## src/rtl/parity_step_counter_pkg.sv

```systemverilog
// Shared encodings and bound helpers for the parity step counter.
// Bounds are returned wide so callers can compare without overflow at WIDTH=32.
package parity_step_counter_pkg;

  typedef enum logic [1:0] {
    MODE_EVEN_UP   = 2'b00,
    MODE_ODD_UP    = 2'b01,
    MODE_EVEN_DOWN = 2'b10,
    MODE_ODD_DOWN  = 2'b11
  } mode_e;

  typedef enum logic {
    ST_RUN  = 1'b0,
    ST_HOLD = 1'b1
  } state_e;

  typedef struct packed {
    logic wrap;
    logic sat_hit;
  } step_flags_t;

  function automatic logic mode_is_odd(mode_e m);
    return (m == MODE_ODD_UP) || (m == MODE_ODD_DOWN);
  endfunction

  function automatic logic mode_is_down(mode_e m);
    return (m == MODE_EVEN_DOWN) || (m == MODE_ODD_DOWN);
  endfunction

  // Largest value of the target parity representable in w bits.
  function automatic logic [33:0] bound_hi(int unsigned w, logic odd);
    return (34'd1 << w) - (odd ? 34'd1 : 34'd2);
  endfunction

  function automatic logic [33:0] bound_lo(logic odd);
    return odd ? 34'd1 : 34'd0;
  endfunction

endpackage

```

## src/rtl/pcnt_next.sv

```systemverilog
// Combinational next-count: one parity-aware step from the current value,
// flagging a wrap past the bound or a landing on the bound when saturating.
module pcnt_next
  import parity_step_counter_pkg::*;
#(
  parameter int WIDTH = 3
) (
  input  logic [WIDTH-1:0] cur,
  input  mode_e            mode,
  input  logic             sat,
  output logic [WIDTH-1:0] nxt,
  output step_flags_t      flags
);

  localparam int XW = WIDTH + 2;
  localparam logic [XW-1:0] HI_EVEN = XW'(bound_hi(WIDTH, 1'b0));
  localparam logic [XW-1:0] HI_ODD  = XW'(bound_hi(WIDTH, 1'b1));
  localparam logic [XW-1:0] LO_EVEN = XW'(bound_lo(1'b0));
  localparam logic [XW-1:0] LO_ODD  = XW'(bound_lo(1'b1));

  logic          odd, down;
  logic [XW-1:0] cur_x, stp, hi, lo, up_sum, dn_floor;

  always_comb begin
    odd      = mode_is_odd(mode);
    down     = mode_is_down(mode);
    cur_x    = XW'(cur);
    // Already on target parity: full step of 2; otherwise realign by 1.
    stp      = (cur[0] == odd) ? XW'(2) : XW'(1);
    hi       = odd ? HI_ODD : HI_EVEN;
    lo       = odd ? LO_ODD : LO_EVEN;
    up_sum   = cur_x + stp;
    dn_floor = lo + stp;
    nxt      = cur;
    flags    = '0;
    if (!down) begin
      if (sat && (up_sum >= hi)) begin
        nxt           = hi[WIDTH-1:0];
        flags.sat_hit = 1'b1;
      end else begin
        nxt        = up_sum[WIDTH-1:0];
        flags.wrap = (up_sum > hi);
      end
    end else begin
      // cur - stp <= lo rearranged to stay unsigned
      if (sat && (cur_x <= dn_floor)) begin
        nxt           = lo[WIDTH-1:0];
        flags.sat_hit = 1'b1;
      end else begin
        nxt        = cur - stp[WIDTH-1:0];
        flags.wrap = (cur_x < dn_floor);
      end
    end
  end

endmodule

```

## src/rtl/parity_step_counter.sv

```systemverilog
// Parity-targeting up/down counter with wrap or saturate at the parity bound.
// Owns the count, WRAP pulse and the RUN/HOLD saturation FSM.
module parity_step_counter
  import parity_step_counter_pkg::*;
#(
  parameter int WIDTH = 3
) (
  input  logic             CLK,
  input  logic             RST_N,
  input  logic             EN,
  input  logic [1:0]       MODE,
  input  logic             SAT,
  input  logic             LOAD,
  input  logic [WIDTH-1:0] LOAD_VAL,
  output logic [WIDTH-1:0] OUT,
  output logic             WRAP,
  output logic             SAT_HIT
);

  state_e           state_q, state_d;
  mode_e            mode, hold_mode_q, hold_mode_d;
  logic [WIDTH-1:0] out_d, step_val;
  logic             wrap_d, stepping;
  step_flags_t      flags;

  assign mode = mode_e'(MODE);

  pcnt_next #(.WIDTH(WIDTH)) u_next (
    .cur  (OUT),
    .mode (mode),
    .sat  (SAT),
    .nxt  (step_val),
    .flags(flags)
  );

  always_comb begin
    state_d     = state_q;
    hold_mode_d = hold_mode_q;
    out_d       = OUT;
    wrap_d      = 1'b0;
    // HOLD releases on a mode change or SAT drop and steps in that same cycle.
    stepping    = EN && ((state_q == ST_RUN) || (mode != hold_mode_q) || !SAT);
    if (LOAD) begin
      out_d   = LOAD_VAL;
      state_d = ST_RUN;
    end else if (stepping) begin
      out_d   = step_val;
      wrap_d  = flags.wrap;
      state_d = flags.sat_hit ? ST_HOLD : ST_RUN;
      if (flags.sat_hit) hold_mode_d = mode;
    end
  end

  always_ff @(posedge CLK or negedge RST_N) begin
    if (!RST_N) begin
      OUT         <= '0;
      WRAP        <= 1'b0;
      state_q     <= ST_RUN;
      hold_mode_q <= MODE_EVEN_UP;
    end else begin
      OUT         <= out_d;
      WRAP        <= wrap_d;
      state_q     <= state_d;
      hold_mode_q <= hold_mode_d;
    end
  end

  assign SAT_HIT = (state_q == ST_HOLD);

endmodule

```

## config.mk

```make
export PLATFORM = sky130hd
export DESIGN_NAME = parity_step_counter
export DESIGN_NICKNAME = d
export VERILOG_FILES = /design/src/rtl/parity_step_counter_pkg.sv /design/src/rtl/pcnt_next.sv /design/src/rtl/parity_step_counter.sv
export SDC_FILE = /design/constraint.sdc
export NUM_CORES = 1
export LEC_CHECK = 0
export BUFFER_PORTS_ARGS = -buffer_cell sky130_fd_sc_hd__buf_2
export CORE_MARGIN = 8
export CORE_UTILIZATION = 35
export DETAILED_ROUTE_END_ITERATION = 8
export HOLD_SLACK_MARGIN = 0.03
export PLACE_DENSITY = 0.62
export SLEW_MARGIN = 10
export SYNTH_ARGS = -nofsm -noshare
export SYNTH_HDL_FRONTEND = slang
export SYNTH_SLANG_ARGS = --single-unit
```

## constraint.sdc

```tcl
create_clock -name CLK -period 3.78 [get_ports CLK]
set_input_delay 0.378 -clock CLK [delete_from_list [all_inputs] [get_ports CLK]]
set_output_delay 0.378 -clock CLK [all_outputs]
set_load 0.02 [all_outputs]
```

### Word level (Yosys, flattened, before mapping)

Index checks and enable logic that the tools add are counted.

| word-level totals | value |
|---|---|
| register bits | 7 |
| input bits | 10 |
| output and inout port bits | 5 |
| word-level logic and storage cells | 46 |

| operators by class | value |
|---|---|
| add/sub/neg operators | 3 |
| $lt $le $gt $ge | 4 |
| equality and inequality tests | 5 |
| muxes and demuxes | 18 |
| bitwise gates (word level) | 2 |
| reduce and logical (&&, ||, !) cells | 10 |

Operators with widths:

| kind | number |
|---|---|
| two-way mux 3 bit | 5 |
| two-way mux 1 bit | 11 |
| adder 3 x 5 -> 5 bit | 1 |
| adder 5 bit | 1 |
| greater-or-equal comparator 5 bit | 1 |
| > comparator 5 bit | 1 |
| less-or-equal comparator 3 x 5 -> 1 bit | 1 |
| less-than comparator 3 x 5 -> 1 bit | 1 |
| equality test 2 bit, second input constant | 2 |
| logical OR 1 bit | 4 |
| two-way mux 2 bit | 2 |
| logical AND 1 bit | 3 |
| AND reduction 3 bit | 1 |
| subtractor 3 bit | 1 |
| equality test 2 x 1 -> 1 bit, second input constant | 1 |
| != test 2 bit | 1 |
| inverter 1 bit | 2 |
| nonzero test 2 bit | 1 |
| equality test 1 bit | 1 |
| zero test 1 bit | 1 |

### Logic depth before layout (Yosys ltp)

Gate-level depths: netlist (run 1).

| depth | value |
|---|---|
| depth after elaboration | 12 |
| mapped depth | 10 |
| depth with buffers taken out | 9 |

### Hierarchy

From an unflattened synthesis (run 1), not the netlist that was laid out.

| unflattened totals | value |
|---|---|
| cell total of the unflattened synthesis | 84 |
| area total of the unflattened synthesis | 777.0 µm² |

Modules (own cells, without submodules):

| module | instances | cells an instance | area each (µm²) | seq. area each (µm²) |
|---|---|---|---|---|
| parity_step_counter | 1 | 38 | 390.4 | 175.2 |
| pcnt_next | 1 | 46 | 386.6 | 0.0 |

### Worst setup path after synthesis (run 1)

OpenSTA, ideal clock, no wires.

| path | value |
|---|---|
| kind | register to register |
| from | register OUT[0] |
| to | register hold_mode_q[0] |
| library setup time | 0.125 ns |
| arrival time | 2.584 ns |
| required time | 3.655 ns |
| path slack | 1.071 ns |
| cell stages (with the launch flop) | 10 |
| path buffers | 0 |
| clock period less this slack | 2.709 ns |
| path through | dfrtp_1 inv_1 ha_1 nand2_1 ha_1 or2_2 o311ai_2 a21oi_1 a311o_1 mux2_4 |

| between the ends | value |
|---|---|
| cells in the longest elaborated chain, start to end | 8 |
| elaborated cells between the ends (all ways) | 12 |
| those cells by class | add/sub: 2; order compare: 2; eq/ne: 1; mux: 4; reduce/logical: 3 |

RTL lines:

| element | RTL line | RTL |
|---|---|---|
| from (decl) | parity_step_counter.sv:15 | `output logic [WIDTH-1:0] OUT,` |
| from (signal assigned) | parity_step_counter.sv:61 | `OUT <= out_d;` |
| equality test 1 bit | pcnt_next.sv:29 | `stp = (cur[0] == odd) ? XW'(2) : XW'(1);` |
| two-way mux 2 bit | pcnt_next.sv:29 |  |
| adder 3 x 5 -> 5 bit / adder 5 bit (equally long branches) | pcnt_next.sv:32, pcnt_next.sv:33 |  |
| greater-or-equal comparator 5 bit / less-or-equal comparator 3 x 5 -> 1 bit (equally long branches) | pcnt_next.sv:37, pcnt_next.sv:46 |  |
| logical AND 1 bit, on equally long branches | pcnt_next.sv:37, pcnt_next.sv:46 |  |
| two-way mux 1 bit, on equally long branches | pcnt_next.sv:37, pcnt_next.sv:46 |  |
| two-way mux 2 bit (*) | pcnt_next.sv:36 | `if (!down) begin` |
| AND reduction 3 bit (no line) (*) | - |  |
| to (signal assigned) | parity_step_counter.sv:64 | `hold_mode_q <= hold_mode_d;` |
| to (decl) | parity_step_counter.sv:21 | `mode_e mode, hold_mode_q, hold_mode_d;` |

Every way passes the cells marked *; elsewhere a longest branch is shown, timed or not.
A chain may end at the register's enable or synchronous reset.

### Worst setup path in the final report (run 1)

Same ends and word-level chain as after synthesis.

==> results.sh, run 1 <==
export IMPL_status="completed"
export IMPL_finClkSkew_ps=0.9110
export IMPL_synth_main_ff_cell="dfrtp_1"
export IMPL_comb_power_share_pct=54.3
export IMPL_worst_pin_slew_ps=384.9
export IMPL_finalMaxSlewViolations=0
export IMPL_cts_hold_buffers=1
export IMPL_switching_share_pct=42.41
export IMPL_maxSlewHeadroom_pct=74.23
export IMPL_synth_area_um2=729.5
export IMPL_fp_dieW_um=61.65
export IMPL_whs_ps=383.0
export IMPL_required_ps=3920
export IMPL_critPathCaptureType="flip-flop"
export IMPL_dieArea_um2=3801
export IMPL_timing_rr_end="hold_mode_q[0]$_DFFE_PN0P_"
export IMPL_yosys_warnings=0
export IMPL_leakagePower_nw=0.4090
export IMPL_crit_top_cell="ha_1"
export IMPL_place_congestion=0.8002
export IMPL_synth_area_leader_cell="dfrtp_1"
export IMPL_cts_setup_buffers=0
export IMPL_area_delta_synth_final_pct=16.64
export IMPL_synth_area_leaders="dfrtp_1 (24%), ha_1 (14%), fa_1 (5.5%)"
export IMPL_dp_hpwl_um=1373
export IMPL_hp_class="primary input to flip-flop"
export IMPL_first_pass_iters=4
export IMPL_cts_max_level=1
export IMPL_remaining_drc_errors=0
export IMPL_syn_num_nets=103
export IMPL_drt_iter0_markers=10
export IMPL_via_per_inst=5.224
export IMPL_p_sw_uw=166.1
export IMPL_async_flop_share_pct=100.0
export IMPL_clkLatencyLatePin_ps=250
export IMPL_critPathKind="flip-flop to flip-flop"
export IMPL_vias=653
export IMPL_timing_rr_start="OUT[0]$_DFFE_PN0P_"
export IMPL_crit_end="hold_mode_q[0]$_DFFE_PN0P_"
export IMPL_hp_start="SAT"
export IMPL_power_density_nw_per_um2=460.4
export IMPL_fmax_mhz=358.3
export IMPL_cp_slowest_cell="ha_1"
export IMPL_start_util_pct=37.18
export IMPL_hold_depth=2
export IMPL_cts_sinks=7
export IMPL_avgSynthCellArea_um2=8.789
export IMPL_intPower_uw=225.6
export IMPL_detail_route_antenna_nets=0
export IMPL_grt_first_pass_wirelength_um=2587
export IMPL_synth_enable_flop_cells=0
export IMPL_cap_violations=0
export IMPL_drt_wirelength_per_cell_um=13.64
export IMPL_grt_remaining_overflow=0
export IMPL_worstRegToRegCells=9
export IMPL_ys_types=34
export IMPL_grt_pass1_vias=596
export IMPL_finalSetupViolations=0
export IMPL_reg2reg_setup_slack_ps=990
export IMPL_cts_resized=0
export IMPL_cp_cell_sequence="inv_1 > ha_1 > nand2_1 > ha_1 > or2_2 > o311ai_2 > a21oi_1 > a311o_1 > mux2_4"
export IMPL_numCtsBuffers=3
export IMPL_core_area_um2=1962
export IMPL_die_y_um=61.65
export IMPL_critPathMaxFanout=7
export IMPL_p_seq_share_pct=27.4
export IMPL_cp_start_kind="flip-flop"
export IMPL_startpoint="OUT[0]$_DFFE_PN0P_"
export IMPL_cp_data_arrival_time_ps=2930
export IMPL_ys_seq_area_share_pct=24.01
export IMPL_ys_seq_elements=7
export IMPL_finalHoldViolCount=0
export IMPL_io_pins=15
export IMPL_drive_gt1_share_pct=22.45
export IMPL_synth_top_area_share_pct=24.01
export IMPL_fill_cells=219
export IMPL_grt_max_degree=11
export IMPL_fin_nets=119
export IMPL_path_clk_slew_ps=60
export IMPL_antenna_cells=0
export IMPL_cts_tree="done"
export IMPL_final_setup_tns_ps=0
export IMPL_worst_ir_drop_vdd_uv=177.9
export IMPL_totalWireLength_um=1705
export IMPL_port_buffers=14
export IMPL_critical_path_max_stage_delay_ps=480
export IMPL_syn_instance_count=83
export IMPL_clkPwrFrac_pct=18.2
export IMPL_row_count=16
export IMPL_period_share_pct=73.83
export IMPL_period_minus_slack_ps=2791
export IMPL_root_buffer="clkbuf_4"
export IMPL_grt_setup_unrepaired="no"
export IMPL_antenna_found_initial=0
export IMPL_clockBufferDepth=2
export IMPL_grt_usage_pct=9.137
==> cells in the final DEF (no fill, tap or decap), drive strengths merged <==
master       count
o31a             2
nor3             2
o311a            1
o22a             1
dfrtp            7
xor2             4
nor2b            4
dlygate4sd3      1
inv              9
o2111ai          1
a221oi           2
or2              1
mux2             1
a311oi           2
nor3b            1
xnor2            2
nand2b           2
o211ai           1
a21boi           1
nand2            7
o31ai            1
a21oi            7
nand3            1
a311o            1
o22ai            1
fa               2
o21ai            2
buf             14
ha               8
nor2             3
clkbuf           4
o311ai           1
nor4             1
==> per-layer routing <==
layer / track usage, % / vias to the layer above / part of all wire [%]
li1: - / 325 / -
met1: 10.17 / 315 / 43
met2: 15.95 / 9 / 52
met3: 1.044 / 4 / 2.3
met4: 5.844 / 0 / 2.4
met5: 0 / - / 0
==> state kept, by name, summed over array words and instances, names as in the netlist <==
signal       count
hold_mode_q      2
WRAP             1
OUT              3
SAT_HIT          1
==> cell type report <==
cell class              instances  area [um2]  area share, %
clock buffers                   4       26.28          3.088
inverters                       9       33.78          3.971
multi-input cells              63       501.7          58.97
flip-flops and latches          7       175.2          20.59
well taps                      27       33.78          3.971
repair buffers                 15       80.08          9.412
==> cell usage after synthesis (2+ instances only) <==
library cell / count
nor2_1: 3
nor3_1: 2
inv_1: 9
a21oi_1: 7
nand2_1: 7
a311oi_1: 2
a221oi_1: 2
xor2_1: 4
ha_1: 8
nor2b_1: 4
xnor2_1: 2
o21ai_0: 2
dfrtp_1: 7
clkbuf_1: 3
fa_1: 2
==> through the flow <==
stage          std cells  setup slack, ps  power, mW  util (%)  instance area, um2
2_1_floorplan         83             1071     0.2694         -               729.5
3_3_place_gp         120             1018     0.3163     41.52               814.5
3_5_place_dp         120            936.9     0.3192     41.52               814.5
4_1_cts              125            984.8     0.3931     43.37               850.8
5_1_grt              125            840.9     0.4239     43.37               850.8
6_report             125            989.2     0.3917     43.37               850.8
==> power groups by stage <==
stage / Combinational [mW] / Sequential [mW] / Clock (mW)
after detailed placement: 0.211 / 0.108 / 0
after floorplan: 0.154 / 0.115 / 0
after CTS: 0.213 / 0.107 / 0.0726
after global routing: 0.236 / 0.110 / 0.0772
after global placement: 0.208 / 0.108 / 0
final: 0.213 / 0.107 / 0.0715
==> worst min-delay path by stage <==
| stage | to | slack [ps] |
|---|---|---|
| finish | WRAP$_DFF_PN0_ | 380 |
| global route | WRAP$_DFF_PN0_ | 380 |
| CTS | WRAP$_DFF_PN0_ | 370 |
| detailed placement | WRAP$_DFF_PN0_ | 230 |
| global placement | WRAP$_DFF_PN0_ | 230 |
| floorplan | OUT[0]$_DFFE_PN0P_ | 80 |
==> worst max-delay path, delay by kind of cell (launching register included) <==
| family | cells | cell delay (ps) |
|---|---|---|
| buffers and inverters | 1 | 130 |
| AOI/OAI and AO/OA | 3 | 640 |
| muxes | 1 | 300 |
| DFF | 1 | 390 |
| and+or+nand+nor | 2 | 400 |
| adders and majority gates | 2 | 800 |
==> cells by family after synthesis <==
| family | Yosys count | share of synthesized area, % |
|---|---|---|
| xor gates and xnor gates | 6 | 7.204 |
| buffers and inverters | 13 | 7.204 |
| muxes | 1 | 2.058 |
| adders and majority gates | 10 | 19.21 |
| AOI/OAI and AO/OA | 24 | 24.87 |
| DFF | 7 | 24.01 |
| and+or+nand+nor | 22 | 15.44 |
Note: power is estimated with default switching activity, not from simulation.
==> inputs of run 2 (changes only) <==
--- a/config.mk
+++ b/config.mk
@@ -5,12 +5,13 @@
 export SDC_FILE = /design/constraint.sdc
 export NUM_CORES = 1
 export LEC_CHECK = 0
+export ABC_AREA = 1
 export BUFFER_PORTS_ARGS = -buffer_cell sky130_fd_sc_hd__buf_2
 export CORE_MARGIN = 8
 export CORE_UTILIZATION = 35
 export DETAILED_ROUTE_END_ITERATION = 8
 export HOLD_SLACK_MARGIN = 0.03
-export PLACE_DENSITY = 0.62
+export PLACE_DENSITY = 0.64
 export SLEW_MARGIN = 10
 export SYNTH_ARGS = -nofsm -noshare
 export SYNTH_HDL_FRONTEND = slang
==> constraint.sdc (replaced) <==
create_clock -name CLK -period 2.3 [get_ports CLK]
set_input_delay 0.23 -clock CLK [delete_from_list [all_inputs] [get_ports CLK]]
set_output_delay 0.23 -clock CLK [all_outputs]
set_load 0.02 [all_outputs]
==> run 2 against run 1 <==
Register-to-register slack got worse by 790 ps; wire length grew 10%; critical path depth is 3 higher; largest power group unchanged.
==> results.sh, run 2 <==
export IMPL_status="completed"
export IMPL_critPathKind="flip-flop to flip-flop"
export IMPL_reg2reg_setup_slack_ps=200
export IMPL_place_congestion=0.8191
export IMPL_async_flop_share_pct=100.0
export IMPL_largest_register_ffs=3
export IMPL_ys_top_cells_by_count="nand2_1 (29), inv_1 (15), ha_1 (8)"
export IMPL_period_share_pct=91.20
export IMPL_wl_met2_um=974
export IMPL_detailed_place_area_um2=902.1
export IMPL_detail_route_antenna_nets=0
export IMPL_grt_max_degree=8
export IMPL_cap_violations=0
export IMPL_synth_top_area_share_pct=22.69
export IMPL_hp_class="primary input to flip-flop"
export IMPL_fmax_mhz=476.7
export IMPL_period_minus_slack_ps=2098
export IMPL_root_buffer="clkbuf_4"
export IMPL_cts_sinks=7
export IMPL_finClkSkew_ps=1.045
export IMPL_hp_start="LOAD"
export IMPL_area_delta_synth_final_pct=23.66
export IMPL_synthMostInstantiatedCell="nand2_1"
export IMPL_port_buffers=14
export IMPL_die_y_um=62.97
export IMPL_fin_nets=148
export IMPL_drt_wirelength_per_cell_um=12.10
export IMPL_leakagePower_nw=0.5232
export IMPL_totalWireLength_um=1876
export IMPL_grt_remaining_overflow=0
export IMPL_finalHoldViolCount=0
export IMPL_numCtsBuffers=3
export IMPL_first_pass_iters=4
export IMPL_hold_depth=4
export IMPL_largest_register="OUT"
export IMPL_synth_area_leaders="dfrtp_1 (23%), nand2_1 (14%), ha_1 (13%)"
export IMPL_power_density_nw_per_um2=891.8
export IMPL_io_pins=15
export IMPL_cp_start_kind="flip-flop"
export IMPL_final_cell_mix="nand2_1 (28), inv_1 (15), buf_2 (14)"
export IMPL_synth_area_leader_cell="dfrtp_1"
export IMPL_worst_ir_drop_vdd_uv=466.2
export IMPL_stdcell_area_um2=954.7
export IMPL_worst_pin_slew_ps=284.5
export IMPL_ys_seq_elements=7
export IMPL_fill_cells=219
export IMPL_yosys_warnings=0
export IMPL_dr_max_layer_used="met4"
export IMPL_final_common_cell="nand2_1"
export IMPL_dp_cells=150
export IMPL_wl_met1_um=778
export IMPL_synth_area_um2=772.0
export IMPL_avgSynthCellArea_um2=7.283
export IMPL_routed_wl_met3_um=89
export IMPL_grt_usage_pct=10.02
export IMPL_cts_tree="done"
export IMPL_cp_data_arrival_time_ps=2230
export IMPL_via_per_inst=4.723
export IMPL_synth_main_ff_cell="dfrtp_1"
export IMPL_place_ws_ps=90.61
export IMPL_dieArea_um2=3965
export IMPL_start_util_pct=35.93
export IMPL_final_cell_count_no_fill=155
export IMPL_clkLatencyLatePin_ps=250
export IMPL_antenna_cells=0
export IMPL_dp_hpwl_um=1584
export IMPL_setup_ws_ps=202.4
export IMPL_grt_pass1_vias=768
export IMPL_antenna_found_initial=0
export IMPL_finalMaxSlewViolations=0
export IMPL_timing_rr_start="OUT[0]$_DFFE_PN0P_"
export IMPL_syn_num_nets=126
export IMPL_row_count=17
export IMPL_syn_instance_count=106
export IMPL_synth_enable_flop_cells=0
export IMPL_hold_end="SAT_HIT$_DFFE_PN0P_"
export IMPL_cts_max_level=1
export IMPL_final_setup_tns_ps=0
export IMPL_grt_first_pass_wirelength_um=3325
export IMPL_cts_setup_buffers=0
export IMPL_reg_top3="OUT x3, hold_mode_q x2"
export IMPL_clockBufferDepth=2
export IMPL_ys_types=25
export IMPL_ys_seq_area_share_pct=22.69
export IMPL_core_area_um2=2148
export IMPL_timing_rr_end="OUT[1]$_DFFE_PN0P_"
export IMPL_finalSetupViolations=0
export IMPL_worstRegToRegCells=12
export IMPL_power_total_uw=851.4
export IMPL_maxSlewHeadroom_pct=81.04
export IMPL_critPathMaxFanout=7
export IMPL_path_clk_slew_ps=50
export IMPL_vias=732
export IMPL_critPathCaptureType="flip-flop"
export IMPL_required_ps=2430
export IMPL_remaining_drc_errors=0
export IMPL_drt_iter0_markers=28
export IMPL_fp_dieW_um=62.97
export IMPL_drive_gt1_share_pct=31.50
-- run 2: per-layer routing --
layer / GRT usage, % / up-vias
met5: 0 / -
met4: 3.419 / 0
met3: 3.405 / 6
met2: 17.16 / 14
met1: 11.21 / 330
li1: - / 382
-- run 2: stage by stage --
step	hold slack [ps]	utilization (%)
after detailed placement	76.90	41.99
final	294.5	44.44
after floorplan	-65.59	-
after CTS	292.4	43.68
after global placement	75.24	41.99
after global routing	293.8	44.44
-- run 2: worst max-delay path by stage --
stage | endpoint | startpoint | slack [ps]
6_report | OUT[1]$_DFFE_PN0P_ | OUT[0]$_DFFE_PN0P_ | 200
5_1_grt | OUT[1]$_DFFE_PN0P_ | OUT[0]$_DFFE_PN0P_ | -20
4_1_cts | OUT[1]$_DFFE_PN0P_ | OUT[0]$_DFFE_PN0P_ | 70
3_5_place_dp | OUT[1]$_DFFE_PN0P_ | OUT[0]$_DFFE_PN0P_ | 90
3_3_place_gp | OUT[1]$_DFFE_PN0P_ | OUT[0]$_DFFE_PN0P_ | 170
2_1_floorplan | OUT[1]$_DFFE_PN0P_ | OUT[0]$_DFFE_PN0P_ | 20
-- run 2: layout make-up --
class | instances | area (um2) | area share, %
clock buffers | 4 | 26.28 | 2.752
flip-flops and latches | 7 | 175.2 | 18.35
well taps | 28 | 35.03 | 3.670
repair buffers | 19 | 110.1 | 11.53
inverters | 18 | 67.56 | 7.077
multi-input cells | 79 | 540.5 | 56.62
-- run 2: where the power goes --
part	switching (mW)	total (mW)	internal, mW
combinational	0.325	0.550	0.225
clock	0.0461	0.112	0.0663
sequential	0.0319	0.189	0.157
-- run 2: repair_timing --
| action | 4_1_cts | 5_1_grt |
|---|---|---|
| setup endpoints to repair | 0 | 2 |
| hold buffers | 1 | 0 |
| endpoints found under the hold margin | 7 | 0 |
| resized for setup | 0 | 3 |
-- run 2: kinds of logic (layout without fill, tap and decap cells) --
kind of cell             count (synthesis)  after routing  share of synthesized area (%)
adder cells (fa/ha/maj)                 10             10                          18.15
XOR/XNOR                                 3              3                          3.404
AO/OA/AOI/OAI                           14             14                          11.02
AND/OR/NAND/NOR                         52             52                          35.01
flip-flops                               7              7                          22.69
buffers and inverters                   20             41                          9.724
-- run 2: worst max-delay path, stage by stage (launching register included) --
cell and delay (ps):
dfrtp_1 340, inv_1 90, ha_4 330, nand2_1 60, ha_1 320, a21oi_2 160
nand2_1 60, nand2_1 80, nand2_1 100, nand2_2 110, o21ai_0 90, o21bai_1 160
nand2_1 70
